===== src/rtl/riscv_execute_stage.sv =====
// RV32I execute stage: ALU, branch/jump resolution and the EX/MEM register.
// Shifts run through an iterative shifter and hold the ID/EX register via o_stall.

`ifndef XLEN
`define XLEN 32
`endif

module riscv_execute_stage #(
  parameter logic [`XLEN-1:0] REGISTER_INIT = '0,
  parameter int unsigned      SHIFT_STEP    = 1
) (
  input  logic               i_clk,
  input  logic               i_rstn,
  input  logic               i_valid,
  input  logic [`XLEN-1:0]   i_pc,
  input  logic [`XLEN-1:0]   i_rs1_data,
  input  logic [`XLEN-1:0]   i_rs2_data,
  input  logic [`XLEN-1:0]   i_imm,
  input  logic               i_src_b_sel,
  input  logic [3:0]         i_alu_op,
  input  logic [2:0]         i_br_type,
  input  logic [1:0]         i_jump,
  input  logic [4:0]         i_rd_addr,
  input  logic               i_reg_wen,
  input  logic               i_mem_stall,
  output logic               o_stall,
  output logic               o_redirect,
  output logic [`XLEN-1:0]   o_redirect_pc,
  output logic               o_valid,
  output logic [`XLEN-1:0]   o_alu_result,
  output logic [`XLEN-1:0]   o_rs2_data,
  output logic [4:0]         o_rd_addr,
  output logic               o_reg_wen
);

  localparam int         W    = `XLEN;
  localparam logic [4:0] STEP = 5'(SHIFT_STEP);

  localparam logic [3:0] OP_ADD   = 4'd0;
  localparam logic [3:0] OP_SUB   = 4'd1;
  localparam logic [3:0] OP_SLL   = 4'd2;
  localparam logic [3:0] OP_SLT   = 4'd3;
  localparam logic [3:0] OP_SLTU  = 4'd4;
  localparam logic [3:0] OP_XOR   = 4'd5;
  localparam logic [3:0] OP_SRL   = 4'd6;
  localparam logic [3:0] OP_SRA   = 4'd7;
  localparam logic [3:0] OP_OR    = 4'd8;
  localparam logic [3:0] OP_AND   = 4'd9;
  localparam logic [3:0] OP_LUI   = 4'd10;
  localparam logic [3:0] OP_AUIPC = 4'd11;

  typedef enum logic {
    IDLE  = 1'b0,
    SHIFT = 1'b1
  } state_t;

  state_t       state, state_next;
  logic [4:0]   count, count_next;
  logic [W-1:0] sh_reg, sh_reg_next;
  logic [3:0]   sh_op, sh_op_next;

  logic [W-1:0] op_b;
  logic [W-1:0] pc_imm;
  logic [W-1:0] pc_plus4;
  logic [W-1:0] jalr_target;
  logic [W-1:0] alu_result;
  logic [W-1:0] ex_result;
  logic [W-1:0] cap_result;
  logic [W-1:0] step_val;
  logic [W-1:0] redirect_target;
  logic [4:0]   shamt;
  logic [4:0]   step_amt;
  logic         is_jump;
  logic         is_shift_op;
  logic         shift_start;
  logic         br_taken;
  logic         redirect_en;
  logic         cap;
  logic         bubble;

  function automatic logic [W-1:0] shift_by(input logic [3:0] op,
                                            input logic [W-1:0] v,
                                            input logic [4:0] amt);
    logic [W-1:0] r;
    case (op)
      OP_SLL:  r = v << amt;
      OP_SRL:  r = v >> amt;
      default: r = $unsigned($signed(v) >>> amt);
    endcase
    return r;
  endfunction

  assign op_b        = i_src_b_sel ? i_imm : i_rs2_data;
  assign shamt       = op_b[4:0];
  assign pc_imm      = i_pc + i_imm;
  assign pc_plus4    = i_pc + W'(4);
  assign jalr_target = (i_rs1_data + i_imm) & ~W'(1);
  assign is_jump     = (i_jump == 2'd1) || (i_jump == 2'd2);
  assign is_shift_op = !is_jump &&
                       ((i_alu_op == OP_SLL) || (i_alu_op == OP_SRL) || (i_alu_op == OP_SRA));
  assign shift_start = (state == IDLE) && i_valid && !i_mem_stall && is_shift_op && (shamt != 5'd0);

  // Single-cycle ALU; shift ops here only serve the shamt==0 case (result = A).
  always_comb begin
    alu_result = '0;
    case (i_alu_op)
      OP_ADD:   alu_result = i_rs1_data + op_b;
      OP_SUB:   alu_result = i_rs1_data - op_b;
      OP_SLL:   alu_result = i_rs1_data;
      OP_SLT:   alu_result = {{(W-1){1'b0}}, ($signed(i_rs1_data) < $signed(op_b))};
      OP_SLTU:  alu_result = {{(W-1){1'b0}}, (i_rs1_data < op_b)};
      OP_XOR:   alu_result = i_rs1_data ^ op_b;
      OP_SRL:   alu_result = i_rs1_data;
      OP_SRA:   alu_result = i_rs1_data;
      OP_OR:    alu_result = i_rs1_data | op_b;
      OP_AND:   alu_result = i_rs1_data & op_b;
      OP_LUI:   alu_result = op_b;
      OP_AUIPC: alu_result = pc_imm;
      default:  alu_result = '0;
    endcase
  end

  assign ex_result = is_jump ? pc_plus4 : alu_result;

  // Branches always compare rs1 against rs2, never against the immediate.
  always_comb begin
    br_taken = 1'b0;
    case (i_br_type)
      3'd1:    br_taken = (i_rs1_data == i_rs2_data);
      3'd2:    br_taken = (i_rs1_data != i_rs2_data);
      3'd3:    br_taken = ($signed(i_rs1_data) <  $signed(i_rs2_data));
      3'd4:    br_taken = ($signed(i_rs1_data) >= $signed(i_rs2_data));
      3'd5:    br_taken = (i_rs1_data <  i_rs2_data);
      3'd6:    br_taken = (i_rs1_data >= i_rs2_data);
      default: br_taken = 1'b0;
    endcase
  end

  assign redirect_target = (i_jump == 2'd2) ? jalr_target : pc_imm;
  assign redirect_en     = i_rstn && i_valid && (state == IDLE) && !i_mem_stall &&
                           (is_jump || br_taken);

  assign o_redirect    = redirect_en;
  assign o_redirect_pc = redirect_en ? redirect_target : '0;
  assign o_stall       = i_rstn &&
                         (i_mem_stall || shift_start || ((state == SHIFT) && (count > STEP)));

  assign step_amt = (count > STEP) ? STEP : count;
  assign step_val = shift_by(sh_op, sh_reg, step_amt);

  // Next-state logic; a downstream stall freezes everything by leaving the defaults.
  always_comb begin
    state_next  = state;
    count_next  = count;
    sh_reg_next = sh_reg;
    sh_op_next  = sh_op;
    cap         = 1'b0;
    bubble      = 1'b0;
    cap_result  = ex_result;
    if (!i_mem_stall) begin
      case (state)
        IDLE: begin
          if (shift_start) begin
            state_next  = SHIFT;
            count_next  = shamt;
            sh_reg_next = i_rs1_data;
            sh_op_next  = i_alu_op;
            bubble      = 1'b1;
          end else if (i_valid) begin
            cap = 1'b1;
          end else begin
            bubble = 1'b1;
          end
        end
        SHIFT: begin
          sh_reg_next = step_val;
          count_next  = count - step_amt;
          if (count > STEP) begin
            bubble = 1'b1;
          end else begin
            cap        = 1'b1;
            cap_result = step_val;
            state_next = IDLE;
          end
        end
        default: state_next = IDLE;
      endcase
    end
  end

  always_ff @(posedge i_clk or negedge i_rstn) begin
    if (!i_rstn) begin
      state  <= IDLE;
      count  <= '0;
      sh_reg <= '0;
      sh_op  <= '0;
    end else begin
      state  <= state_next;
      count  <= count_next;
      sh_reg <= sh_reg_next;
      sh_op  <= sh_op_next;
    end
  end

  always_ff @(posedge i_clk or negedge i_rstn) begin
    if (!i_rstn) begin
      o_valid      <= 1'b0;
      o_alu_result <= REGISTER_INIT;
      o_rs2_data   <= REGISTER_INIT;
      o_rd_addr    <= '0;
      o_reg_wen    <= 1'b0;
    end else if (cap) begin
      o_valid      <= 1'b1;
      o_alu_result <= cap_result;
      o_rs2_data   <= i_rs2_data;
      o_rd_addr    <= i_rd_addr;
      o_reg_wen    <= i_reg_wen && (i_rd_addr != 5'd0);
    end else if (bubble) begin
      o_valid   <= 1'b0;
      o_reg_wen <= 1'b0;
    end
  end

endmodule


===== config.mk =====
export PLATFORM = sky130hd
export DESIGN_NAME = riscv_execute_stage
export DESIGN_NICKNAME = d
export VERILOG_FILES = /design/src/rtl/riscv_execute_stage.sv
export SDC_FILE = /design/constraint.sdc
export NUM_CORES = 1
export LEC_CHECK = 0
export ABC_AREA = 1
export BUFFER_PORTS_ARGS = -buffer_cell sky130_fd_sc_hd__buf_4
export CAP_MARGIN = 20
export CORE_ASPECT_RATIO = 0.6
export CORE_MARGIN = 2
export CORE_UTILIZATION = 61
export DETAILED_ROUTE_END_ITERATION = 8
export MAX_ROUTING_LAYER = met4
export PLACE_DENSITY_LB_ADDON = 0.25
export RECOVER_POWER = 50
export SETUP_SLACK_MARGIN = 0.3
export SYNTH_ARGS = -nofsm -noshare
export SYNTH_HDL_FRONTEND = slang
export SYNTH_SLANG_ARGS = --single-unit

===== constraint.sdc =====
create_clock -name i_clk -period 2.78 [get_ports i_clk]
set_clock_uncertainty 0.05 [all_clocks]
set_input_delay 0.278 -clock i_clk [delete_from_list [all_inputs] [get_ports i_clk]]
set_output_delay 0.278 -clock i_clk [all_outputs]
set_load 0.02 [all_outputs]

==> flow_summary.json, run 1 <==
{
  "synth_cell_types": 53,
  "tool.error": "[ERROR GRT-0232] Routing congestion too high. Check the congestion heatmap in the GUI.",
  "finalWeightedCongestion": 1.31,
  "numCtsBuffers": 17,
  "failed_stage": "global routing",
  "synth.largest_area_cell": "nand2_1",
  "clock-root-buffer": "clkbuf_16",
  "synth_common_cells": "nand2_1 (1086), inv_1 (554), nor2_1 (338)",
  "synth.area.top_cells": "nand2_1 (21%), dfrtp_1 (15%), ha_1 (13%), inv_1 (11%), nor2_1 (6.6%)",
  "dpl_cell_area_um2": 24500,
  "status": "stopped before the end",
  "synth-seq-area-share": 0.146,
  "yosysMostFrequentCell": "nand2_1",
  "die_w_um": 234,
  "synth_top_area_frac": 0.211,
  "syn-num-nets": 3772,
  "ys_ff_latch": 113,
  "syn_inst": 3424,
  "gr-total-overflow": 453,
  "cts_sinks": 113,
  "postSynthAreaPerCell_um2": 5.64,
  "async_flop_share": 1.00,
  "place_inst": 4360,
  "die_h_um": 142,
  "synth_edf_count": 0,
  "pre_cts_ws_ps": -592,
  "htree_levels": 4,
  "dp_hpwl_um": 80600,
  "clockBufferDepth": 2,
  "std_cell_rows": 50,
  "grt_max_degree": 76,
  "grt_use_total": 0.889,
  "yosysWarnings": 0,
  "synthesis.area_um2": 19300,
  "pin_count": 253,
  "start_util": 0.620,
  "synthFlopType": "dfrtp_1",
  "io_buffers": 252
}
-- repair_timing --
action | in CTS
cloned | 3
hold buffers | 3
pin swaps | 14
buffers inserted | 14
hold endpoints to repair | 53
resized for setup | 250
endpoints found under the setup margin | 58
-- per-layer routing --
layer,global-route usage,GRT overflow
met1,0.899,63
met3,0.820,66
met5,-,-
met2,0.959,208
met4,0.826,116
-- per-stage QoR --
stage	util	hold slack, ps
after floorplan	-	-67.6
after global placement	0.786	384
after CTS	0.844	14.3
after detailed placement	0.786	397
-- cells by family after synthesis --
group                      after synthesis  synth area share
and+or+nand+nor                       1753             0.372
buffers and inverters                  679             0.138
AOI/OAI and AO/OA                      627             0.187
adders and majority gates              200             0.131
DFF                                    113             0.146
xor gates and xnor gates                43            0.0195
muxes                                    9           0.00467
==> inputs of run 2 (changes only) <==
- CORE_ASPECT_RATIO: 0.6 -> unset
- CORE_UTILIZATION: 61 -> 40
- MAX_ROUTING_LAYER: met4 -> unset
- PLACE_DENSITY_LB_ADDON: 0.25 -> 0.15
- SETUP_SLACK_MARGIN: 0.3 -> unset
==> flow_summary.json, run 2 <==
{
  "status": "complete, but fails checks",
  "final_cell_mix": "nand2_1 (1036), buf_4 (870), inv_1 (526)",
  "synth_edf_count": 0,
  "slew_viol_final": 114,
  "syn_inst": 3424,
  "clockBufferDepth": 2,
  "fin_util": 0.625,
  "drtIter0Drc": 3021,
  "setup_slack_ps": -170,
  "drt_pass1_iterations": 7,
  "yosysMostFrequentCell": "nand2_1",
  "cpLargestDelayFamily": "simple AND/OR/NAND/NOR gates",
  "cp.required_ps": 2450,
  "cpPeakStageDelay_ps": 260,
  "fin_crit_ps": 2950,
  "syn-num-nets": 3772,
  "min_period_over_period": 1.06,
  "crit_fanout": 7,
  "die_area_um2": 50000,
  "pre_cts_ws_ps": -671,
  "drc": 0,
  "cap_violations": 1,
  "nNetsFinal": 4684,
  "power_uw": 15400,
  "nFillCells": 4689,
  "async_flop_share": 1.00,
  "worstPathCellList": "buf_12 -> buf_6 -> ha_4 -> inv_2 -> o21bai_1 -> nand2_1 -> nand2_1 -> nand2_1 -> nand2_2 -> nand2_1 -> nand4_1 -> nor2_1 -> nor2_1 -> nand2_1 -> nor2_1 -> nand3_1 -> nand2_4 -> buf_12 -> buf_16 -> nor2_4 -> buf_6",
  "cts_tree": "yes",
  "synth.area.top_cells": "nand2_1 (21%), dfrtp_1 (15%), ha_1 (13%), inv_1 (11%), nor2_1 (6.6%)",
  "final_common_cell": "nand2_1",
  "reg2reg_from": "state",
  "slew_headroom": -0.0885,
  "postSynthAreaPerCell_um2": 5.64,
  "total_leakage_power_uw": 0.0162,
  "crit_path_end": "o_redirect_pc[5]",
  "start_util": 0.405,
  "avgRoutedWirePerCell_um": 24.1,
  "ys_ff_latch": 113,
  "grt_max_degree": 114,
  "numCtsBuffers": 17,
  "yosysWarnings": 0,
  "rr_endpoint": "o_alu_result[30]",
  "areaGrowthSynthToFinish_pct": 54.3,
  "p_per_area_nw_per_um2": 515,
  "cp-startpoint": "i_rs1_data[1]",
  "cts_sinks": 113,
  "ant_nets": 0,
  "core_um2": 47600,
  "htree_levels": 4,
  "finalWeightedCongestion": 1.11,
  "synthFlopType": "dfrtp_1",
  "critical_path_class": "in2out",
  "synth-seq-area-share": 0.146,
  "rsz0062_at_grt": "yes",
  "totalWireLength_um": 119000,
  "dpl_cell_area_um2": 27200,
  "pin_count": 253,
  "synth_top_area_frac": 0.211,
  "dr_total_vias": 27400,
  "crit_slowest_cell": "ha_4",
  "crit_buf_inv": 6,
  "violations": "max-capacitance violations, max-slew violations, negative setup slack",
  "cp.arrival_ps": 2620,
  "worst_hold_path_type": "in2reg",
  "r2r_slack_ps": 370,
  "clkSlewWorstSetupHoldPaths_ps": 60,
  "die_h_um": 224,
  "path_common_cell": "nand2_1",
  "cp.depth": 21,
  "fmax_mhz": 339,
  "synth_common_cells": "nand2_1 (1086), inv_1 (554), nor2_1 (338)",
  "die_w_um": 224,
  "setup_viol_count_final": 33,
  "std_cell_rows": 80,
  "synthesis.area_um2": 19300,
  "rr_worst_depth": 10,
  "clock-root-buffer": "clkbuf_16",
  "grt_use_total": 0.465,
  "io_buffers": 252,
  "irDropWorstVdd_mv": 0.455,
  "antenna_found_initial": 2,
  "finalHoldViolCount": 0,
  "grt_pass1_wl_um": 169000,
  "gr-total-overflow": 0,
  "grt_pass1_vias": 25700,
  "final_cell_area_um2": 29800,
  "critPathCaptureType": "primary output",
  "routed_via_density": 5.51,
  "synth_cell_types": 53,
  "synth.largest_area_cell": "nand2_1",
  "dp_hpwl_um": 99100,
  "critPathLaunchType": "input port",
  "drive_gt1_frac": 0.304,
  "clock_latency_ps": 430,
  "setup_tns_ps": -3610,
  "max_slew.worst_pin.slew_ps": 1630
}
==> run 2: cell counts after synthesis <==
No cell type changed its count.
==> run 2: cell families (layout without fill, tap and decap cells) <==
logic type,Yosys count,after routing,share of synthesized area
AOI/OAI and AO/OA,627,627,0.187
xor gates and xnor gates,43,43,0.0195
adders and majority gates,200,200,0.131
buffers and inverters,679,1604,0.138
DFF,113,113,0.146
muxes,9,9,0.00467
other,0,4,0
and+or+nand+nor,1753,1753,0.372
==> run 2: power by group <==
part / switching, uW / leakage (uW) / internal, uW / total (uW)
clock network: 899 / 0.000261 / 1180 / 2070
logic: 6370 / 0.0145 / 3980 / 10300
registers: 532 / 0.00139 / 2410 / 2940
total: 7800 / 0.0162 / 7560 / 15400
==> run 2: area by class of cell <==
| class | count | area (um^2) | share of cell area |
|---|---|---|---|
| tap | 615 | 769 | 0.0258 |
| antenna | 4 | 10.0 | 0.000336 |
| inverter | 567 | 2150 | 0.0721 |
| clock inverter | 13 | 103 | 0.00344 |
| sequential | 113 | 2830 | 0.0949 |
| timing repair buffer | 1005 | 8130 | 0.273 |
| multi-input combinational | 2632 | 15400 | 0.516 |
| clock buffer | 19 | 443 | 0.0149 |
==> run 2: metrics by stage <==
stage	hold WS (ps)	std cells
finish	10.9	4968
global route	12.7	4965
CTS	6.30	4955
detailed placement	383	4903
global placement	378	4903
floorplan	-67.6	3424
==> run 2: metal layers <==
| layer | routed length [um] | vias up | GRT usage | share of wire |
|---|---|---|---|---|
| li1 | - | 12900 | - | - |
| met1 | 44200 | 12500 | 0.546 | 0.37 |
| met2 | 49800 | 1564 | 0.711 | 0.42 |
| met3 | 12300 | 466 | 0.114 | 0.10 |
| met4 | 13100 | 0 | 0.401 | 0.11 |
| met5 | 0 | - | 0 | 0 |
==> run 2: worst reg2reg max path, cell delays in order, from the launching register on <==
cell	delay, ps
dfrtp_1	350
buf_4	470
nand2_1	190
nor2_2	170
inv_2	170
nand2_4	130
clkinv_2	140
buf_12	240
a21oi_1	310
nand2_1	80
nand2_1	50
==> run 2: worst min path at each step <==
stage                            endpoint  cells after the start         start  slack, ps
after detailed placement  o_alu_result[4]                      2        i_rstn        380
after global placement          sh_reg[4]                      2        i_rstn        380
final                        o_rd_addr[4]                      3  i_rd_addr[4]         10
after floorplan                  count[0]                      0        i_rstn        -70
after global routing         o_rd_addr[2]                      3  i_rd_addr[2]         10
after CTS                    o_rd_addr[4]                      3  i_rd_addr[4]          6
==> run 2: what timing repair did <==
| item | 4_1_cts | 5_1_grt |
|---|---|---|
| hold endpoints to repair | 113 | 0 |
| buffers inserted | 19 | 8 |
| resized for setup | 327 | 147 |
| setup endpoints to repair | 49 | 58 |
| hold buffers | 1 | 0 |
| pin swaps | 57 | 37 |
| cloned | 3 | 3 |
No activity file was read; power rests on OpenSTA's default activity.
